### src/rtl/led_matrix_driver.sv
// Column-scanned 4x4 LED matrix driver with frame-synchronous double-buffered pattern,
// per-slot blanking against ghosting and frame-counted blink.
module led_matrix_driver #(
  parameter int DWELL        = 1000,
  parameter int BLANK        = 16,
  parameter int BLINK_FRAMES = 64
) (
  input  logic        clk,
  input  logic        rst,
  input  logic [15:0] pat_in,
  input  logic        pat_load,
  input  logic        blink_en,
  output logic [3:0]  led_col,
  output logic [3:0]  led_row,
  output logic        frame_start,
  output logic        pat_pending
);

  localparam int CW = (DWELL > 2) ? $clog2(DWELL) : 1;
  localparam int BW = (BLINK_FRAMES > 1) ? $clog2(BLINK_FRAMES) : 1;
  localparam logic [CW-1:0] CNT_LAST = CW'(DWELL - 1);
  localparam logic [BW-1:0] BF_LAST  = BW'(BLINK_FRAMES - 1);

  logic [CW-1:0] cnt_q, cnt_d;
  logic [1:0]    slot_q, slot_d;
  logic [BW-1:0] bfc_q, bfc_d;
  logic          phase_q, phase_d;
  logic          seen_q, seen_d;
  logic [15:0]   disp_q, disp_d;
  logic [15:0]   pend_q, pend_d;
  logic          pending_q, pending_d;
  logic [3:0]    col_q, col_d;
  logic [3:0]    row_q, row_d;
  logic          fs_q, fs_d;

  logic          wrap;
  logic          boundary;
  logic [1:0]    col_idx;
  logic [3:0]    row_sel;

  always_comb begin
    wrap     = (cnt_q == CNT_LAST);
    boundary = wrap && (slot_q == 2'd3);
    cnt_d    = wrap ? '0 : cnt_q + 1'b1;
    slot_d   = wrap ? slot_q + 2'd1 : slot_q;

    bfc_d   = bfc_q;
    phase_d = phase_q;
    seen_d  = seen_q;
    if (boundary) begin
      seen_d = 1'b1;
      if (bfc_q == BF_LAST) begin
        bfc_d   = '0;
        phase_d = ~phase_q;
      end else begin
        bfc_d = bfc_q + 1'b1;
      end
    end

    // A load coinciding with the boundary bypasses the pending buffer entirely.
    disp_d    = disp_q;
    pend_d    = pend_q;
    pending_d = pending_q;
    if (boundary) begin
      if (pat_load) begin
        disp_d    = pat_in;
        pending_d = 1'b0;
      end else if (pending_q) begin
        disp_d    = pend_q;
        pending_d = 1'b0;
      end
    end else if (pat_load) begin
      pend_d    = pat_in;
      pending_d = 1'b1;
    end

    col_idx = 2'd3 - slot_q;
    for (int r = 0; r < 4; r++) begin
      row_sel[r] = disp_q[4*r + int'(col_idx)];
    end

    col_d = 4'b1111;
    row_d = 4'b0000;
    if (int'(cnt_q) >= BLANK) begin
      col_d = ~(4'b0001 << col_idx);
      row_d = (blink_en && phase_q) ? 4'b0000 : row_sel;
    end
    fs_d = seen_q && (slot_q == 2'd0) && (cnt_q == '0);
  end

  always_ff @(posedge clk) begin
    if (!rst) begin
      cnt_q     <= '0;
      slot_q    <= '0;
      bfc_q     <= '0;
      phase_q   <= 1'b0;
      seen_q    <= 1'b0;
      disp_q    <= '0;
      pend_q    <= '0;
      pending_q <= 1'b0;
      col_q     <= 4'b1111;
      row_q     <= 4'b0000;
      fs_q      <= 1'b0;
    end else begin
      cnt_q     <= cnt_d;
      slot_q    <= slot_d;
      bfc_q     <= bfc_d;
      phase_q   <= phase_d;
      seen_q    <= seen_d;
      disp_q    <= disp_d;
      pend_q    <= pend_d;
      pending_q <= pending_d;
      col_q     <= col_d;
      row_q     <= row_d;
      fs_q      <= fs_d;
    end
  end

  assign led_col     = col_q;
  assign led_row     = row_q;
  assign frame_start = fs_q;
  assign pat_pending = pending_q;

endmodule

### config.mk
export PLATFORM = sky130hd
export DESIGN_NAME = led_matrix_driver
export DESIGN_NICKNAME = d
export VERILOG_FILES = /design/src/rtl/led_matrix_driver.sv
export SDC_FILE = /design/constraint.sdc
export NUM_CORES = 1
export LEC_CHECK = 0
export ABC_AREA = 1
export CAP_MARGIN = 20
export CORE_MARGIN = 2
export CORE_UTILIZATION = 35
export CTS_BUF_LIST = sky130_fd_sc_hd__clkbuf_8
export DETAILED_ROUTE_END_ITERATION = 7
export PLACE_DENSITY_LB_ADDON = 0.25
export SETUP_SLACK_MARGIN = 0.4
export SLEW_MARGIN = 20
export SYNTH_ARGS = -nofsm -noshare
export SYNTH_HDL_FRONTEND = slang
export SYNTH_SLANG_ARGS = --single-unit
### constraint.sdc
create_clock -name clk -period 2.1 [get_ports clk]
set_input_delay 0.42 -clock clk [delete_from_list [all_inputs] [get_ports clk]]
set_output_delay 0.42 -clock clk [all_outputs]
set_load 0.01 [all_outputs]
==> results.toml <==
[setup_path]
crit_fanout = 16
crit_start = "pat_load"
crit_arrival_ns = 1.88
path_buf_inv = 2
worst_setup_path_start_kind = "primary input"
path_cells = "clkdlybuf4s50_1 -> inv_1 -> a21boi_0 -> nand4_1 -> nand2_1 -> nor2_1"
crit_type = "in -> reg"
cp_slowest_stage_delay_ns = 0.58
crit_required_ns = 2.34
cpMaxStageDelayCell = "clkdlybuf4s50_1"
cpLargestDelayFamily = "buffers and inverters"
reg2reg_from = "cnt_q[0]"
cp-end-kind = "flip-flop"

[power]
ir_worst_vdd_mv = 0.365
power_density_nw_per_um2 = 749
finalPower_mw = 2.74
leakagePower_nw = 1.44

[layout]
seq_area_um2 = 1240
mostFrequentLayoutCells = "85 x nor2_1, 79 x nand2_1, 61 x dfxtp_1"
final_common_cell = "nor2_1"
multiInputGateArea_um2 = 1510
layout-area-overhead-vs-synth_pct = 25.0
num-fill-cells = 813
diodes = 0
final_cells = 544
drive_above_1_share_pct = 9.11
final_nets = 462

[worst_hold_path]
hold_start = "cnt_q[0]"
min_path_type = "reg -> reg"

[global_route]
grt_pass1_vias = 2371
grt_max_degree = 40
antenna_found_initial = 0
track_usage_pct = 15.4
grt_pass1_wl_um = 10800
overflow = 0

[floorplanning]
ioPinCount = 30
dieHeight_um = 95.5
die-area_um2 = 9120
initial_core_util_pct = 35.8
core_area_um2 = 8180
dieWidth_um = 95.5
core.rowCount = 33

[timing]
fin_crit_ns = 1.64
fin_ws_ns = 0.464
clock_skew_ns = 0.0105
final_hold_viol_count = 0
rsz0062_at_grt = "no"
tightest_slew_ns = 0.451
achievable-frequency_mhz = 611
setup_viol = 0
slew_headroom_pct = 69.9
finalCritPeriodShare_pct = 77.9
tns_ns = 0
maxSlewViolCount = 0

[logic_synthesis]
synthCells = 405
synth-seq-cells = 62
ys_top_cells_by_area = "dfxtp_1 42%, nor2_1 11%, nand2_1 10%"
syn_avg_cell_area_um2 = 7.23
synth_cell_types = 25
synth_top_area_share_pct = 42.4
syn_nets = 432
synth_top_cell_by_area = "dfxtp_1"
yosysSeqAreaShare_pct = 42.4
yosysWarningCount = 0
syn-cell-area_um2 = 2930

[route]
wire_per_inst_um = 11.7
num_vias = 2576
drt_wl_total_um = 6370
drc = 0
dr.pass1.iters = 4
avgViaCountPerCell = 4.74
drt_iter0_drc = 120
ant_nets = 0

[clock_network]
clk_pin_slew_ns = 0.07
cts_buffers = 9
htreeDepth = 3
clk_path_buf_depth = 2
cts_tree = "yes"
cts_num_sinks = 62
clk_latency_ns = 0.35
clock-root-buffer = "clkbuf_8"

[outcome]
status = "complete, no violations"

[placement]
io_buffers = 29
place_ws_ns = 0.110
place_hpwl_um = 4270
gp_congestion = 0.813
dp.cells = 525

[run]
max_cap_viol_count = 0
==> cell type report <==
type,count,share of cell area [%]
Timing Repair Buffer,41,11.8
Clock buffer,12,4.51
Clock inverter,3,2.46
Sequential cell,62,34.0
Inverter,22,2.29
Tap cell,105,3.59
Multi-Input combinational cell,299,41.3
==> cell usage after synthesis, drive strengths merged <==
cell and number:
clkinv 1, nand4 22, nand2 80, dfxtp 62, o21ai 13, or2 1
inv 21, nor2 89, clkbuf 10, xor2 4, a21boi 16, buf 12
nand3 9, a21oi 34, ha 7, nor3 7, o21a 1, nand3b 16
==> stage by stage <==
stage | cell area (um^2) | hold WS [ns] | util [%]
CTS | 3620 | 0.480 | 44.3
finish | 3660 | 0.470 | 44.8
global placement | 3320 | 0.454 | 40.6
detailed placement | 3320 | 0.463 | 40.6
global route | 3660 | 0.491 | 44.8
floorplan | 2930 | 0.441 | -
==> routing by layer <==
layer | part of all wire, % | wire (um) | track usage, %
met1 | 54 | 3430 | 22.0
met2 | 40 | 2570 | 21.5
met3 | 4.1 | 261 | 3.40
met4 | 1.7 | 108 | 7.86
met5 | 0 | 0 | 0
==> where the power goes <==
part	total [mW]	switching, mW	leakage (nW)	internal, mW
clock	1.34	0.459	0.129	0.880
sequential	1.22	0.0169	0.505	1.20
combinational	0.184	0.0958	0.804	0.0883
==> registers in the layout, indices dropped and copies added (netlist names) <==
signal / count
cnt_q: 10
phase_q: 1
led_row: 4
slot_q: 2
led_col: 4
seen_q: 1
frame_start: 1
pat_pending: 1
bfc_q: 6
disp_q: 16
pend_q: 16
==> cell families after synthesis <==
| kind of cell | after synthesis | synth area share [%] |
|---|---|---|
| simple gates | 224 | 34.8 |
| buf+inv | 44 | 6.28 |
| flops | 62 | 42.4 |
| compound gates | 64 | 12.4 |
| fa+ha+maj | 7 | 2.99 |
| xor+xnor | 4 | 1.20 |
==> path summary, 6_finish.rpt <==
kind                              endpoint  depth (start not counted)  slack (ns)
worst max-delay path            disp_q[11]                          6        0.46
worst min-delay path              cnt_q[0]                          1        0.47
worst max register to register   disp_q[2]                          9        0.47
worst min register to register    cnt_q[0]                          1        0.47
==> timing repair <==
action	CTS	global route
hold buffers	0	0
hold endpoints to repair	0	0
setup endpoints to repair	33	43
pin swaps	2	1
buffers inserted	2	2
resized for setup	2	10
(Power assumes the default switching activity.)
